[src/rtl/pu_result_collector_pkg.sv]
// rtl/pu_result_collector_pkg.sv - shared types and defaults for the PU result collector
package pu_result_collector_pkg;

    localparam int DW_DEFAULT = 32;

    typedef enum logic [1:0] {
        ST_IDLE    = 2'd0,
        ST_COLLECT = 2'd1,
        ST_DONE    = 2'd2
    } state_e;

endpackage

[src/rtl/pu_result_collector_max_tracker.sv]
// rtl/pu_result_collector_max_tracker.sv - registered signed running max / argmax
// Ports:
//   clk, rst         clock, asynchronous active-low reset
//   clr              re-arm: the next enabled value loads unconditionally
//   en               a value is presented this cycle
//   idx, val         index and signed value of the presented sample
//   max_val, max_idx registered maximum and its index
module pu_result_collector_max_tracker #(
    parameter int DW = 32,
    parameter int IW = 4
) (
    input  logic          clk,
    input  logic          rst,
    input  logic          clr,
    input  logic          en,
    input  logic [IW-1:0] idx,
    input  logic [DW-1:0] val,
    output logic [DW-1:0] max_val,
    output logic [IW-1:0] max_idx
);

    logic          first_q, first_d;
    logic [DW-1:0] max_val_q, max_val_d;
    logic [IW-1:0] max_idx_q, max_idx_d;

    // clr has priority over en so a restart discards the coincident sample.
    // Clearing only re-arms; the old result stays visible until a new load.
    always_comb begin
        first_d   = first_q;
        max_val_d = max_val_q;
        max_idx_d = max_idx_q;
        if (clr) begin
            first_d = 1'b1;
        end else if (en) begin
            first_d = 1'b0;
            // Strict compare: ties keep the earlier (lower) index.
            if (first_q || ($signed(val) > $signed(max_val_q))) begin
                max_val_d = val;
                max_idx_d = idx;
            end
        end
    end

    always_ff @(posedge clk or negedge rst) begin
        if (!rst) begin
            first_q   <= 1'b1;
            max_val_q <= '0;
            max_idx_q <= '0;
        end else begin
            first_q   <= first_d;
            max_val_q <= max_val_d;
            max_idx_q <= max_idx_d;
        end
    end

    assign max_val = max_val_q;
    assign max_idx = max_idx_q;

endmodule

[src/rtl/pu_result_collector.sv]
// rtl/pu_result_collector.sv - collects one frame of PU activations with running argmax
// Ports:
//   clk, rst           clock, asynchronous active-low reset
//   start              begin or restart a frame
//   in_valid, in_data  PU activation beat; in_ready high only while collecting
//   rd_addr, rd_data   combinational buffer read, 0 beyond N_OUT-1
//   max_val, max_idx   running maximum of the current/last frame and its index
//   busy               collecting a frame
//   done               one-cycle pulse after the last beat of a frame
//   drop_err           sticky: a beat was offered while in_ready was low
module pu_result_collector
    import pu_result_collector_pkg::*;
#(
    parameter  int DW    = DW_DEFAULT,
    parameter  int N_OUT = 10,
    localparam int IW    = $clog2(N_OUT)
) (
    input  logic          clk,
    input  logic          rst,
    input  logic          start,
    input  logic          in_valid,
    input  logic [DW-1:0] in_data,
    output logic          in_ready,
    input  logic [IW-1:0] rd_addr,
    output logic [DW-1:0] rd_data,
    output logic [DW-1:0] max_val,
    output logic [IW-1:0] max_idx,
    output logic          busy,
    output logic          done,
    output logic          drop_err
);

    localparam logic [IW-1:0] LAST_IDX = IW'(N_OUT - 1);
    localparam logic [IW:0]   N_OUT_W  = (IW + 1)'(N_OUT);

    state_e        state_q, state_d;
    logic [IW-1:0] cnt_q, cnt_d;
    logic          drop_err_q, drop_err_d;
    logic [DW-1:0] buf_q [N_OUT];
    logic [DW-1:0] buf_d [N_OUT];
    logic          restart;
    logic          beat_wr;

    assign in_ready = (state_q == ST_COLLECT);
    assign busy     = (state_q == ST_COLLECT);
    assign done     = (state_q == ST_DONE);
    assign drop_err = drop_err_q;

    always_comb begin
        state_d    = state_q;
        cnt_d      = cnt_q;
        drop_err_d = drop_err_q;
        restart    = 1'b0;
        beat_wr    = 1'b0;
        case (state_q)
            ST_IDLE: begin
                if (start) begin
                    state_d = ST_COLLECT;
                    cnt_d   = '0;
                    restart = 1'b1;
                end
            end
            ST_COLLECT: begin
                // start wins over a coincident beat, which is silently discarded
                if (start) begin
                    cnt_d   = '0;
                    restart = 1'b1;
                end else if (in_valid) begin
                    beat_wr = 1'b1;
                    if (cnt_q == LAST_IDX) begin
                        // counter parks on the last index instead of wrapping
                        state_d = ST_DONE;
                    end else begin
                        cnt_d = cnt_q + IW'(1);
                    end
                end
            end
            ST_DONE: begin
                state_d = ST_IDLE;
            end
            default: begin
                state_d = ST_IDLE;
            end
        endcase
        if (restart) begin
            drop_err_d = 1'b0;
        end
        // A beat dropped in the same cycle as start still counts as dropped.
        if (in_valid && !in_ready) begin
            drop_err_d = 1'b1;
        end
    end

    always_comb begin
        buf_d = buf_q;
        if (beat_wr) begin
            buf_d[cnt_q] = in_data;
        end
    end

    always_ff @(posedge clk or negedge rst) begin
        if (!rst) begin
            state_q    <= ST_IDLE;
            cnt_q      <= '0;
            drop_err_q <= 1'b0;
            for (int i = 0; i < N_OUT; i++) begin
                buf_q[i] <= '0;
            end
        end else begin
            state_q    <= state_d;
            cnt_q      <= cnt_d;
            drop_err_q <= drop_err_d;
            buf_q      <= buf_d;
        end
    end

    assign rd_data = ({1'b0, rd_addr} < N_OUT_W) ? buf_q[rd_addr] : '0;

    pu_result_collector_max_tracker #(
        .DW (DW),
        .IW (IW)
    ) u_max_tracker (
        .clk     (clk),
        .rst     (rst),
        .clr     (restart),
        .en      (beat_wr),
        .idx     (cnt_q),
        .val     (in_data),
        .max_val (max_val),
        .max_idx (max_idx)
    );

endmodule

[config.mk]
export PLATFORM = sky130hd
export DESIGN_NAME = pu_result_collector
export DESIGN_NICKNAME = d
export VERILOG_FILES = /design/src/rtl/pu_result_collector_pkg.sv /design/src/rtl/pu_result_collector_max_tracker.sv /design/src/rtl/pu_result_collector.sv
export SDC_FILE = /design/constraint.sdc
export NUM_CORES = 1
export LEC_CHECK = 0
export ABC_CLOCK_PERIOD_IN_PS = 2400
export BUFFER_PORTS_ARGS = -buffer_cell sky130_fd_sc_hd__buf_2
export CAP_MARGIN = 20
export CORE_ASPECT_RATIO = 0.8
export CORE_UTILIZATION = 55
export DETAILED_ROUTE_END_ITERATION = 8
export GPL_ROUTABILITY_DRIVEN = 0
export GPL_TIMING_DRIVEN = 0
export PLACE_DENSITY = 0.79
export SYNTH_ARGS = -nofsm -noshare
export SYNTH_HDL_FRONTEND = slang
export SYNTH_SLANG_ARGS = --single-unit
[constraint.sdc]
create_clock -name clk -period 2.4 [get_ports clk]
set_clock_uncertainty 0.05 [all_clocks]
set_input_delay 0.12 -clock clk [delete_from_list [all_inputs] [get_ports clk]]
set_output_delay 0.12 -clock clk [all_outputs]
set_load 0.1 [all_outputs]
==> reports/summary.txt <==
============================================================================
Post-synthesis instance area ..................................   17200 um^2
Hold Violations, Final ........................................            0
Number of fillers in the final layout .........................         2069
Hold_ws .......................................................    0.0198 ns
Post-route minimum period .....................................      2.85 ns
Failing checks ................................................ setup timing
Number of levels in the clock H-tree ..........................            2
Final setup margin ............................................    -0.452 ns
Worst vdd rail ir drop ........................................      1.19 mV
Ranking of synthesized cells by area .......................... sky130_fd_sc_hd__dfrtp_1 53%, sky130_fd_sc_hd__mux2_2 23%, sky130_fd_sc_hd__mux4_2 8.4%, sky130_fd_sc_hd__ha_1 2.6%, sky130_fd_sc_hd__mux2_4 2.6%
Avg Cell Area, Syn ............................................    14.5 um^2
Setup repair after global routing missed its margin ...........         true
Drt drc .......................................................            0
Crit path kind ................................................      reg2reg
Mapped Cells ..................................................         1189
Critical Path RT ..............................................      2.77 ns
Die boundary height ...........................................       160 um
Number of setup violations in the final report ................           36
Total via count after detailed routing ........................        11100
Peak clock frequency supported by timing ......................    0.351 GHz
Average routed wire per standard cell .........................      24.2 um
Synth Register Bits ...........................................          364
Largest area contributor in the synthesized netlist ........... sky130_fd_sc_hd__dfrtp_1
Dominant register cell in the synthesized netlist ............. sky130_fd_sc_hd__dfrtp_1
Initial antenna violation count ...............................            1
Largest net degree at the start of global routing .............          121
Total power density per cell area .............................  984 nW/um^2
Hpwl dp .......................................................      28.2 mm
Most frequent cells in the layout ............................. 346 x sky130_fd_sc_hd__mux2_2, 331 x sky130_fd_sc_hd__dfrtp_1, 129 x sky130_fd_sc_hd__buf_2, 64 x sky130_fd_sc_hd__mux4_2, 50 x sky130_fd_sc_hd__nand2_1
Endpoint arrival time on the critical path ....................      3.22 ns
# port buffers ................................................          108
Area of the die ...............................................   32000 um^2
Std-Cell Rows .................................................           57
Clock transition at the registers of the reported paths .......      0.06 ns
Core occupancy in the finished layout .........................        0.684
Worst-case headroom to the max-slew limit .....................        0.326
Net Count, Synth ..............................................         1265
Total I/O pin count ...........................................          112
Most common library cell in the layout ignoring fill and taps . sky130_fd_sc_hd__mux2_2
Total wire length .............................................      44.6 mm
Antenna Nets Post-Route .......................................            0
Global-route wire length before repair ........................      69.3 mm
Total Power Consumption .......................................      20.5 mW
Router iterations before antenna repair .......................            5
CTS Buffer Depth ..............................................            3
Effective utilization at floorplan ............................        0.563
Number of max-slew violations in the final report .............            0
Sort of element at the start of the critical path .............         flop
Area added between synthesis and finish .......................        21.5%
Via-per-instance ratio ........................................         6.05
Post-synth top area share .....................................        0.528
Async SR Flop Fraction ........................................         1.00
Seq. cell area ................................................    9220 um^2
Pre-CTS worst setup slack .....................................     -1.07 ns
Static leakage ................................................      9.90 nW
Clock root cell ............................................... sky130_fd_sc_hd__clkbuf_16
Sink Count ....................................................          364
Category of the worst setup path capture point ................         flop
Layout cells sized above 1 ....................................        0.586
Width of the die ..............................................       200 um
DR WL met2 ....................................................      21.0 mm
Maxcap violations .............................................            0
Clock latency on the worst-skew pair ..........................      0.55 ns
Critical path peak fanout .....................................           10
Multi-input combinational cell area ...........................    7900 um^2
Core Box Area .................................................   30500 um^2
Transition time of the tightest slew-check pin ................      1.01 ns
Yosys warns ...................................................            0
Sequential-to-total area share from yosys stat ................        0.530
Post-route met1 wirelength ....................................      19.2 mm
Detailed route wirelength on metal3 ...........................      3.04 mm
Max Used Layer ................................................         met4
Total clock buffers created by CTS ............................           37
Unique masters post-synth .....................................           47
Worst min-delay path category .................................       in2reg
Number of nets in the layout ..................................         1476
Final period util .............................................         1.19
Overflow left after global routing ............................            0
Number of flops mapped to enable cells by yosys ...............            0
TritonCTS clock tree ..........................................        built
Initial drt markers ...........................................          759
Via count of the first global-routing pass ....................        11900
Status ........................................................ finished with violations
Global routing usage summed across all routing layers .........        0.289
Post-DP Area ..................................................   18600 um^2
Final Instance Area ...........................................   20900 um^2
============================================================================
[worst paths after layout]
check	startpoint	to	slack, ns	cells past startpoint
worst min register to register	buf_q[241]	buf_q[241]	0.44	1
worst max-delay path	u_max_tracker.max_val[11]	u_max_tracker.max_val[17]	-0.45	11
worst min-delay path	in_data[4]	u_max_tracker.max_val[4]	0.02	3
min in group asynchronous	rst	u_max_tracker.max_idx[1]	0.08	2
worst max register to register	u_max_tracker.max_val[11]	u_max_tracker.max_val[17]	-0.45	11
max in group asynchronous	rst	u_max_tracker.max_val[13]	0.88	4
[Yosys cell counts (12+ instances only)]
cell	instances
sky130_fd_sc_hd__buf_1	12
sky130_fd_sc_hd__nand2_1	52
sky130_fd_sc_hd__mux2_2	346
sky130_fd_sc_hd__inv_1	39
sky130_fd_sc_hd__mux2_4	30
sky130_fd_sc_hd__buf_2	44
sky130_fd_sc_hd__clkbuf_1	44
sky130_fd_sc_hd__a21oi_1	48
sky130_fd_sc_hd__mux4_2	64
sky130_fd_sc_hd__ha_1	36
sky130_fd_sc_hd__dfrtp_1	363
sky130_fd_sc_hd__a221oi_1	32
[registers in the layout, summed over array words and instances (netlist names)]
| signal | cells |
|---|---|
| cnt_q | 4 |
| u_max_tracker.first_q | 1 |
| buf_q | 320 |
| drop_err | 1 |
| u_max_tracker.max_val | 32 |
| state_q | 2 |
| u_max_tracker.max_idx | 4 |
[metal layers]
layer	vias up	GRT usage
li1	4777	-
met1	5917	0.406
met2	369	0.444
met3	83	0.0648
met4	0	0.103
met5	-	0
[power by group]
group / leakage, nW / switching [mW] / internal, mW / total, mW
clock: 0.595 / 2.47 / 3.37 / 5.84
combinational: 4.52 / 4.47 / 2.44 / 6.92
sequential: 4.79 / 0.564 / 7.23 / 7.80
[metrics by stage]
| step | setup TNS (ns) | instances |
|---|---|---|
| 4_1_cts | -12.59 | 1842 |
| 3_3_place_gp | -2182.32 | 1710 |
| 6_report | -15.17 | 1842 |
| 5_1_grt | -16.70 | 1842 |
| 3_5_place_dp | -79.58 | 1713 |
| 2_1_floorplan | -7.59 | 1189 |
[cell families (layout without fill, tap and decap cells)]
group | Yosys count | after routing | synth area share
buf+inv | 144 | 383 | 0.0362
fa+ha+maj | 36 | 36 | 0.0262
flops | 364 | 364 | 0.530
xor+xnor | 1 | 1 | 0.000509
simple gates | 96 | 96 | 0.0273
mux | 448 | 448 | 0.342
other cells | 0 | 1 | 0
compound gates | 100 | 100 | 0.0383
[what timing repair did]
action	CTS	global route
hold buffers	37	0
endpoints found under the hold margin	117	0
pin swaps	10	1
cloned	1	0
setup buffers	26	2
endpoints found under the setup margin	355	209
resized for setup	104	48
[worst max-delay path, cell delays in order (launching register included)]
cell and delay (ns):
sky130_fd_sc_hd__dfrtp_4 0.42, sky130_fd_sc_hd__inv_2 0.05, sky130_fd_sc_hd__ha_4 0.27, sky130_fd_sc_hd__nand4_1 0.22
sky130_fd_sc_hd__nor4_4 0.45, sky130_fd_sc_hd__nand3_2 0.15, sky130_fd_sc_hd__and3_4 0.20, sky130_fd_sc_hd__a22oi_2 0.16
sky130_fd_sc_hd__nand3_4 0.13, sky130_fd_sc_hd__buf_12 0.16, sky130_fd_sc_hd__buf_12 0.15, sky130_fd_sc_hd__mux2_4 0.30
[area by class of cell]
class	count	share of cell area
Sequential cell	364	0.441
Clock inverter	16	0.00803
Inverter	40	0.00743
Timing Repair Buffer	176	0.0620
Buffer	100	0.0287
Clock buffer	51	0.0497
Multi-Input combinational cell	681	0.378
Tap cell	413	0.0247
Antenna cell	1	0.000120
Power figures use the tool's default switching activity.
